`src/rtl/code_stream_decoder.sv`:
```
// Decodes a Gray or one-hot 3-bit code stream, tracks sequence lock, and counts errors.
// Latency: one cycle, all outputs registered. There is no backpressure: a code is accepted on every in_valid cycle.
module code_stream_decoder #(
  parameter int USE_GRAY = 1
) (
  input  logic       clk,
  input  logic       rst_n,
  input  logic       in_valid,
  input  logic [6:0] code_in,
  input  logic       err_clr,
  output logic       out_valid,
  output logic [2:0] value_out,
  output logic       illegal,
  output logic       seq_err,
  output logic       locked,
  output logic [7:0] err_count
);

  typedef enum logic [1:0] {UNLOCKED, TRACK, LOCKED} state_t;

  state_t     state, state_nxt;
  logic [1:0] run, run_nxt;
  logic [2:0] prev, prev_nxt, prev_inc;
  logic       legal;
  logic [2:0] dec_val;
  logic       in_seq;
  logic       ill_nxt, seq_nxt, err_inc;

  generate
    if (USE_GRAY != 0) begin : g_gray
      assign legal      = (code_in[6:3] == 4'd0);
      assign dec_val[2] = code_in[2];
      assign dec_val[1] = code_in[2] ^ code_in[1];
      assign dec_val[0] = code_in[2] ^ code_in[1] ^ code_in[0];
    end else begin : g_onehot
      // At most one bit set; the OR-accumulated index is only meaningful when legal.
      always_comb begin
        legal   = ((code_in & (code_in - 7'd1)) == 7'd0);
        dec_val = 3'd0;
        for (int k = 0; k < 7; k++) begin
          if (code_in[k]) dec_val = dec_val | 3'(k + 1);
        end
      end
    end
  endgenerate

  assign prev_inc = prev + 3'd1;
  assign in_seq   = (dec_val == prev_inc);
  assign err_inc  = ill_nxt | seq_nxt;

  always_comb begin
    state_nxt = state;
    prev_nxt  = prev;
    run_nxt   = run;
    ill_nxt   = 1'b0;
    seq_nxt   = 1'b0;
    if (in_valid) begin
      if (!legal) begin
        ill_nxt   = 1'b1;
        state_nxt = UNLOCKED;
      end else begin
        case (state)
          UNLOCKED: begin
            prev_nxt  = dec_val;
            run_nxt   = 2'd0;
            state_nxt = TRACK;
          end
          TRACK: begin
            prev_nxt = dec_val;
            if (in_seq) begin
              run_nxt = run + 2'd1;
              if (run == 2'd2) state_nxt = LOCKED;
            end else begin
              run_nxt = 2'd0;
            end
          end
          LOCKED: begin
            prev_nxt = dec_val;
            if (!in_seq) begin
              seq_nxt   = 1'b1;
              run_nxt   = 2'd0;
              state_nxt = TRACK;
            end
          end
          default: state_nxt = UNLOCKED;
        endcase
      end
    end
  end

  always_ff @(posedge clk or negedge rst_n) begin
    if (!rst_n) begin
      state     <= UNLOCKED;
      run       <= 2'd0;
      prev      <= 3'd0;
      out_valid <= 1'b0;
      value_out <= 3'd0;
      illegal   <= 1'b0;
      seq_err   <= 1'b0;
      err_count <= 8'd0;
    end else begin
      state     <= state_nxt;
      run       <= run_nxt;
      prev      <= prev_nxt;
      out_valid <= in_valid;
      illegal   <= ill_nxt;
      seq_err   <= seq_nxt;
      if (in_valid) value_out <= legal ? dec_val : 3'd0;
      // Clear wins over a same-cycle increment; the count saturates rather than wrapping.
      if (err_clr) err_count <= 8'd0;
      else if (err_inc && (err_count != 8'hFF)) err_count <= err_count + 8'd1;
    end
  end

  assign locked = (state == LOCKED);

endmodule

```
`config.mk`:
```
export PLATFORM = sky130hd
export DESIGN_NAME = code_stream_decoder
export DESIGN_NICKNAME = d
export VERILOG_FILES = /design/src/rtl/code_stream_decoder.sv
export SDC_FILE = /design/constraint.sdc
export NUM_CORES = 1
export LEC_CHECK = 0
export BUFFER_PORTS_ARGS = -buffer_cell sky130_fd_sc_hd__buf_2
export CAP_MARGIN = 20
export CELL_PAD_IN_SITES_DETAIL_PLACEMENT = 0
export CELL_PAD_IN_SITES_GLOBAL_PLACEMENT = 2
export CORE_ASPECT_RATIO = 1.1
export CORE_UTILIZATION = 30
export DETAILED_ROUTE_END_ITERATION = 8
export PLACE_DENSITY = 0.83
export SLEW_MARGIN = 20
export SYNTH_ARGS = -nofsm -noshare
export SYNTH_HDL_FRONTEND = slang
export SYNTH_SLANG_ARGS = --single-unit
export TNS_END_PERCENT = 20
```
`constraint.sdc`:
```
create_clock -name clk -period 2.1 [get_ports clk]
set_input_delay 0.315 -clock clk [delete_from_list [all_inputs] [get_ports clk]]
set_output_delay 0.315 -clock clk [all_outputs]
set_load 0.05 [all_outputs]
```
==> impl_metrics.toml, run 1 <==
[timing]
min_period_over_period = 0.974
fmaxAchievable_ghz = 0.489
fin_crit_ns = 2.05
relSlewSlack = 0.670
worst_slew_pin_slew_ns = 0.495
final-hold-violation-count = 0
clock_skew_ns = 0.00191
drv_slew = 0
setup_violations = 0
fin_setup_tns_ns = 0

[die]
die_h_um = 70.7
start_util = 0.318
fp-row-count = 24
ioPinCount = 26
dieArea_um2 = 4560
core-area_um2 = 4050
die_w_um = 64.5

[clocking]
cts_tree = "built"
cts-buffers-inserted = 3
clk_pin_slew_ns = 0.08
htreeDepth = 1
cts.sinks = 21
root_buffer = "clkbuf_8"
cts.path.max_buffers = 2
insertion_delay_ns = 0.26

[yosys]
synth.avg_cell_area_um2 = 10.1
async_flop_share = 1.00
syn-cell-area_um2 = 1290
synth-seq-cells = 21
synth_edf_count = 0
syn_nets = 141
ys_seq_area_frac = 0.408
synthFlopType = "dfrtp_1"
ys_types = 41
netlist_instances = 127
yosysWarnings = 0

[global_routing]
grt_usage = 0.151
grt_pass1_vias = 1139
grt_overflow = 0
grt_antenna_before_repair = 0
grt_start_max_net_pins = 22
grt_first_pass_wirelength_mm = 5.33

[hold_path]
hp-class = "primary input to async pin"

[worst_setup_path]
path_max_fanout = 2
start_kind = "flop"
cpMaxStageDelayCell = "dfrtp_1"
worstPathArrival_ns = 2.19
endpoint_kind = "flop"
crit_type = "flop to flop"
max_stage_delay_ns = 0.38
crit_required_ns = 2.25
path_cells = "ha_1 > xor2_1 > or3_4 > a21o_1 > a31oi_4 > mux2_4"

[route]
drtPass1Iterations = 4
ant_nets = 0
drt_iter0_markers = 68
vias_per_cell = 5.05
drc = 0
wl_per_cell_um = 14.6
via_count = 1085
drt_wl_total_mm = 3.14

[pwr]
intPower_mw = 0.684
finalPower_mw = 0.995
ir_worst_vdd_mv = 0.200
p_leak_nw = 0.789
p_comb_frac = 0.278
pwr-share-clk = 0.269
powerDensity_nw_per_um2 = 606
switching_share = 0.313
seq_power_share = 0.452
p_switching_mw = 0.311

[finish]
layout.filler_cells = 410
antennaDiodeCount = 0
fin_util = 0.405
fin_cells = 215
nets = 178
drive_gt1_frac = 0.380
syn2layout_area_growth_pct = 27.3
fin_area_um2 = 1640

[placed_design]
place_hpwl_mm = 2.36
placed_cells = 210
placed_area_um2 = 1550
port_buffers = 25
gp_congestion = 0.796

[job]
drv_cap = 0

[run_status]
status = "complete, no violations"
==> final timing paths <==
check	from	endpoint	slack [ns]	cells past startpoint
max	prev[1]$_DFFE_PN0P_	err_count[0]$_DFFE_PN0P_	0.05	6
min	rst_n	value_out[1]$_DFFE_PN0P_	0.009	1
max reg2reg	prev[1]$_DFFE_PN0P_	err_count[0]$_DFFE_PN0P_	0.05	6
min reg2reg	value_out[2]$_DFFE_PN0P_	value_out[2]$_DFFE_PN0P_	0.49	1
max in group asynchronous	rst_n	err_count[0]$_DFFE_PN0P_	1.73	1
min in group clk	code_in[2]	value_out[2]$_DFFE_PN0P_	0.36	3
==> flip-flops by register name, indices dropped and copies added (netlist names) <==
name       cells
state          2
run            2
out_valid      1
seq_err        1
err_count      8
value_out      3
prev           3
illegal        1
==> power groups by stage <==
stage	sequential [mW]	combinational (mW)	clock, mW
detailed placement	0.458	0.254	0
finish	0.450	0.277	0.268
floorplan	0.481	0.133	0
global route	0.454	0.302	0.295
CTS	0.450	0.262	0.280
global placement	0.456	0.248	0
==> what timing repair did <==
item	in CTS	in global routing
buffers inserted	0	1
pin swaps	0	4
hold buffers	0	0
endpoints found under the setup margin	3	9
resized for setup	2	4
==> routing by layer <==
metal	vias up	wire length, um	track usage
met5	-	0	0
li1	539	-	-
met2	23	1660	0.262
met1	523	1390	0.190
met3	0	98	0.0323
met4	0	0	0.0346
==> cell families (layout without fill, tap and decap cells) <==
group,count (synthesis),after routing,share of synthesized area
and+or+nand+nor,50,50,0.208
AOI/OAI and AO/OA,29,29,0.186
DFF,21,21,0.408
buffers and inverters,10,46,0.0320
muxes,9,9,0.0922
xor gates and xnor gates,5,5,0.0447
adders and majority gates,3,3,0.0291
==> cells in the final DEF, fill, tap and decap left out, types with 4 or more instances in the layout <==
master,synthesis,layout
a21o_1,4,4
and3_1,5,5
buf_2,0,25
buf_4,1,11
dfrtp_1,21,19
inv_1,4,4
mux2_4,5,5
nand2_1,10,10
nand3_1,8,8
nor2_1,6,6
nor2b_1,7,7
o21ai_2,4,5
xor2_1,4,4
==> critical path, delay by kind of cell, from the launching register on <==
kind                     cells  cell delay [ns]
flip-flops                   1             0.38
adder cells (fa/ha/maj)      1             0.30
AND/OR/NAND/NOR              1             0.38
AO/OA/AOI/OAI                2             0.40
multiplexers                 1             0.32
XOR/XNOR                     1             0.15
==> through the flow <==
step	hold WS, ns	setup slack, ns
2_1_floorplan	0.0194	0.0117
3_5_place_dp	0.321	-0.0496
6_report	0.00922	0.0536
3_3_place_gp	0.306	-0.0206
5_1_grt	0.0487	-0.00430
4_1_cts	0.0313	-0.0206
==> cells in the mapped netlist (3+ instances only) <==
master / instances / area, um2
o21ai_2: 4 / 35.0
nor2_1: 6 / 22.5
inv_1: 4 / 15.0
ha_1: 3 / 37.5
xor2_1: 4 / 35.0
a21o_1: 4 / 30.0
clkbuf_1: 4 / 15.0
nand2b_1: 3 / 18.8
and3_1: 5 / 31.3
nand2_1: 10 / 37.5
nand3_1: 8 / 40.0
nor3_1: 3 / 15.0
nand4_1: 3 / 18.8
o21ai_0: 3 / 15.0
nor2b_1: 7 / 43.8
a22o_1: 3 / 26.3
mux2_4: 5 / 75.1
dfrtp_1: 21 / 526
==> final cells by class <==
| type | count | area, um2 | area share |
|---|---|---|---|
| Inverter | 5 | 18.8 | 0.0114 |
| Timing Repair Buffer | 37 | 219 | 0.133 |
| Clock buffer | 4 | 45.0 | 0.0275 |
| Tap cell | 52 | 65.1 | 0.0397 |
| Multi-Input combinational cell | 96 | 764 | 0.466 |
| Sequential cell | 21 | 528 | 0.322 |
No activity file was read; power rests on OpenSTA's default activity.
==> run 2, diff against run 1 <==
--- a/config.mk
+++ b/config.mk
@@ -10,9 +10,11 @@
 export CELL_PAD_IN_SITES_DETAIL_PLACEMENT = 0
 export CELL_PAD_IN_SITES_GLOBAL_PLACEMENT = 2
 export CORE_ASPECT_RATIO = 1.1
-export CORE_UTILIZATION = 30
+export CORE_UTILIZATION = 32
+export CTS_BUF_LIST = sky130_fd_sc_hd__clkbuf_4 sky130_fd_sc_hd__clkbuf_8
 export DETAILED_ROUTE_END_ITERATION = 8
-export PLACE_DENSITY = 0.83
+export PLACE_DENSITY = 0.87
+export SETUP_SLACK_MARGIN = 0.4
 export SLEW_MARGIN = 20
 export SYNTH_ARGS = -nofsm -noshare
 export SYNTH_HDL_FRONTEND = slang
==> impl_metrics.toml, run 2 (synthesis gave the netlist of run 1 again) <==
[timing]
worst_slew_pin_slew_ns = 0.509
clock_skew_ns = 0.00359
fin_setup_tns_ns = 0
fmaxAchievable_ghz = 0.477
rsz0062_at_grt = "yes"
drv_slew = 0
min_period_over_period = 0.998
setup_violations = 0
relSlewSlack = 0.661
final-hold-violation-count = 0
fin_crit_ns = 2.10

[hold_path]
hp-class = "primary input to async pin"

[route]
via_count = 1082
drt_iter0_markers = 18
wl_per_cell_um = 14.9
vias_per_cell = 5.10
drt_wl_total_mm = 3.17
drtPass1Iterations = 4
drc = 0
ant_nets = 0

[die]
die_h_um = 68.6
fp-row-count = 23
dieArea_um2 = 4290
ioPinCount = 26
start_util = 0.344
core-area_um2 = 3740
die_w_um = 62.5

[placed_design]
port_buffers = 25
placed_cells = 205
gp_congestion = 0.797
place_hpwl_mm = 2.17

[finish]
antennaDiodeCount = 0
syn2layout_area_growth_pct = 38.0
drive_gt1_frac = 0.469
fin_util = 0.475
largest_reg_flops = 8
final_cell_mix = "buf_2 (24), dfrtp_1 (17), nand2_1 (10)"
top_regs = "err_count x8, prev x3, value_out x3"
final_common_cell = "buf_2"
regMostFlops = "err_count"
fin_cells = 212
layout.filler_cells = 359
multiInputGateArea_um2 = 883
ff_latch_area_um2 = 531
nets = 177

[global_routing]
grt_pass1_vias = 1137
grt_antenna_before_repair = 0
grt_usage = 0.157
grt_start_max_net_pins = 22
grt_overflow = 0
grt_first_pass_wirelength_mm = 5.30

[run_status]
status = "complete, no violations"

[job]
drv_cap = 0

[worst_setup_path]
endpoint_kind = "flop"
cpMaxStageDelayCell = "dfrtp_1"
crit_required_ns = 2.25
worstPathArrival_ns = 2.24
max_stage_delay_ns = 0.42
path_cells = "ha_4 > xor2_2 > or3_4 > a21o_4 > a31oi_4 > mux2_4"
crit_type = "flop to flop"
start_kind = "flop"
path_max_fanout = 2

[clocking]
cts.sinks = 21
cts-hold-fix-buffers = 0
cts.path.max_buffers = 2
clk_pin_slew_ns = 0.08
root_buffer = "clkbuf_8"
htreeDepth = 1
cts-buffers-inserted = 3
insertion_delay_ns = 0.26
cts_tree = "built"

[pwr]
ir_worst_vdd_mv = 0.245
powerDensity_nw_per_um2 = 615
p_leak_nw = 0.796
==> run 2: what timing repair did <==
action / in CTS / in global routing
buffers inserted: 1 / 2
pin swaps: 4 / 19
gates resized for setup: 3 / 27
endpoints found under the setup margin: 14 / 14
==> run 2: per-stage QoR <==
step | setup WS, ns | power (mW) | hold slack (ns) | instance area (um2)
4_1_cts | 0.0284 | 1.03 | 0.0261 | 1630
3_5_place_dp | -0.0509 | 0.722 | 0.316 | 1550
6_report | 0.00424 | 1.09 | 0.0148 | 1780
5_1_grt | -0.0230 | 1.15 | 0.0397 | 1780
3_3_place_gp | -0.0335 | 0.714 | 0.305 | 1550
2_1_floorplan | 0.0196 | 0.616 | 0.0194 | 1310
==> run 2: final cells by class <==
| class | instances | area share |
|---|---|---|
| tap | 50 | 0.0352 |
| inverter | 5 | 0.0127 |
| multi-input combinational | 96 | 0.497 |
| sequential | 21 | 0.298 |
| timing repair buffer | 36 | 0.129 |
| clock buffer | 4 | 0.0274 |
==> run 2: where the power goes <==
part           switching, mW  total (mW)  internal [mW]
clock                  0.135       0.284          0.148
combinational          0.195       0.352          0.157
sequential            0.0269       0.457          0.430
==> run 2: worst paths after layout <==
kind	slack, ns	startpoint	cells after the start	endpoint
setup / recovery	0.004	prev[1]$_DFFE_PN0P_	6	err_count[0]$_DFFE_PN0P_
hold / removal	0.01	rst_n	1	value_out[1]$_DFFE_PN0P_
setup reg to reg	0.004	prev[1]$_DFFE_PN0P_	6	err_count[0]$_DFFE_PN0P_
hold reg to reg	0.49	value_out[0]$_DFFE_PN0P_	1	value_out[0]$_DFFE_PN0P_
max in group asynchronous	1.72	rst_n	1	err_count[1]$_DFFE_PN0P_
min in group clk	0.35	code_in[2]	3	value_out[2]$_DFFE_PN0P_
==> run 2: metal layers <==
metal,part of all wire,track usage,wire (um),up-vias
met3,0.026,0.0214,81,2
met5,0,0,0,-
li1,-,-,-,535
met4,0.0044,0.0349,14,0
met1,0.48,0.206,1520,525
met2,0.49,0.277,1550,20
==> run 2: critical path: cells and delay by family (launching register included) <==
family / cells / cell delay (ns)
AO/OA/AOI/OAI: 2 / 0.42
XOR/XNOR: 1 / 0.15
adder cells (fa/ha/maj): 1 / 0.26
flip-flops: 1 / 0.42
multiplexers: 1 / 0.31
AND/OR/NAND/NOR: 1 / 0.41
==> run 3, diff against run 2 <==
--- a/config.mk
+++ b/config.mk
@@ -13,7 +13,7 @@
 export CORE_UTILIZATION = 32
 export CTS_BUF_LIST = sky130_fd_sc_hd__clkbuf_4 sky130_fd_sc_hd__clkbuf_8
 export DETAILED_ROUTE_END_ITERATION = 8
-export PLACE_DENSITY = 0.87
+export PLACE_DENSITY = 0.88
 export SETUP_SLACK_MARGIN = 0.4
 export SLEW_MARGIN = 20
 export SYNTH_ARGS = -nofsm -noshare
==> impl_metrics.toml, run 3 (synthesis gave the netlist of run 1 again) <==
[global_routing]
grt_usage = 0.157
grt_start_max_net_pins = 22
grt_antenna_before_repair = 0
grt_pass1_vias = 1072
grt_overflow = 0
grt_first_pass_wirelength_mm = 5.12

[finish]
syn2layout_area_growth_pct = 35.1
drive_gt1_frac = 0.454
regMostFlops = "err_count"
largest_reg_flops = 8
nets = 178
final_cell_mix = "buf_2 (24), dfrtp_1 (17), nand2_1 (10)"
antennaDiodeCount = 0
final_common_cell = "buf_2"
fin_cells = 213
top_regs = "err_count x8, prev x3, value_out x3"

[die]
fp-row-count = 23
dieArea_um2 = 4290
die_h_um = 68.6
core-area_um2 = 3740
die_w_um = 62.5
ioPinCount = 26
start_util = 0.344

[worst_setup_path]
crit_type = "flop to flop"
worstPathArrival_ns = 2.19
path_max_fanout = 2
endpoint_kind = "flop"
crit_required_ns = 2.26
r2r_slack_ns = 0.06
start_kind = "flop"

[route]
ant_nets = 0
drtPass1Iterations = 4
drt_wl_total_mm = 3.10
vias_per_cell = 5.23
wl_per_cell_um = 14.6
drc = 0
via_count = 1113
drt_iter0_markers = 15

[timing]
relSlewSlack = 0.667
final-hold-violation-count = 0
fin_crit_ns = 2.04
min_period_over_period = 0.969
fmaxAchievable_ghz = 0.491
worst_slew_pin_slew_ns = 0.500
rsz0062_at_grt = "yes"
drv_slew = 0
clock_skew_ns = 0.00828
setup_violations = 0
fin_setup_tns_ns = 0

[clocking]
htreeDepth = 1
cts-hold-fix-buffers = 0
clk_pin_slew_ns = 0.08
cts.path.max_buffers = 2
root_buffer = "clkbuf_8"
cts_tree = "built"
insertion_delay_ns = 0.26
cts-buffers-inserted = 3
cts.sinks = 21

[placed_design]
port_buffers = 25
place_hpwl_mm = 2.21
gp_congestion = 0.787
placed_cells = 205

[pwr]
ir_worst_vdd_mv = 0.166
powerDensity_nw_per_um2 = 610
p_leak_nw = 0.798

[run_status]
status = "complete, no violations"

[hold_path]
hp-class = "primary input to async pin"

[job]
drv_cap = 0
run 3: cell count changes in the layout (fill, tap and decap cells not counted), sizes merged:
| cell | change |
|---|---|
| clkbuf | -1 |
| buf | +1 |
| clkinv | +1 |
run 3: final timing paths:
kind | end | depth (start not counted) | from
setup / recovery | err_count[0]$_DFFE_PN0P_ | 6 | prev[0]$_DFFE_PN0P_
hold / removal | run[0]$_DFFE_PN0P_ | 1 | rst_n
setup reg to reg | err_count[0]$_DFFE_PN0P_ | 6 | prev[0]$_DFFE_PN0P_
hold reg to reg | value_out[0]$_DFFE_PN0P_ | 1 | value_out[0]$_DFFE_PN0P_
max in group asynchronous | state[1]$_DFFE_PN0P_ | 1 | rst_n
min in group clk | illegal$_DFF_PN0_ | 3 | code_in[5]
run 3: critical path, cell delays in order (launching register included):
cell and delay [ns]:
dfrtp_1 0.42, ha_4 0.26, xor2_2 0.14, or3_4 0.40
a21o_4 0.23, a31oi_4 0.17, mux2_4 0.31
run 3: through the flow:
stage | total power [mW] | instance area [um2] | hold slack, ns | setup slack (ns) | utilization
global placement | 0.714 | 1550 | 0.307 | -0.0324 | 0.414
CTS | 1.03 | 1650 | 0.0159 | 0.0441 | 0.442
floorplan | 0.616 | 1310 | 0.0194 | 0.0196 | -
finish | 1.06 | 1740 | 0.00526 | 0.0649 | 0.466
global route | 1.13 | 1740 | 0.0282 | 0.0129 | 0.466
detailed placement | 0.721 | 1550 | 0.311 | -0.0514 | 0.414
run 3: timing repair:
action | 4_1_cts | 5_1_grt
setup buffers | 3 | 1
pin swaps | 5 | 8
endpoints found under the setup margin | 14 | 14
resized for setup | 7 | 18
run 3: area by class of cell:
type | instances | area, um2
clock buffers | 3 | 41.3
clock inverters | 1 | 5.00
fillers | 366 | 2000
inverters | 5 | 22.5
multi-input cells | 96 | 835
flip-flops and latches | 21 | 531
well taps | 50 | 62.6
repair buffers | 37 | 245
run 3: power breakdown:
group          total [mW]  internal [mW]  leakage [nW]  switching, mW
Clock               0.270          0.132        0.0255          0.138
Sequential          0.454          0.430         0.275         0.0237
Combinational       0.338          0.159         0.498          0.179
run 3: per-layer routing:
layer	vias to the layer above	track usage	routed length (um)
li1	537	-	-
met1	547	0.200	1460
met2	25	0.264	1510
met3	4	0.0329	97
met4	0	0.0581	35
met5	-	0	0
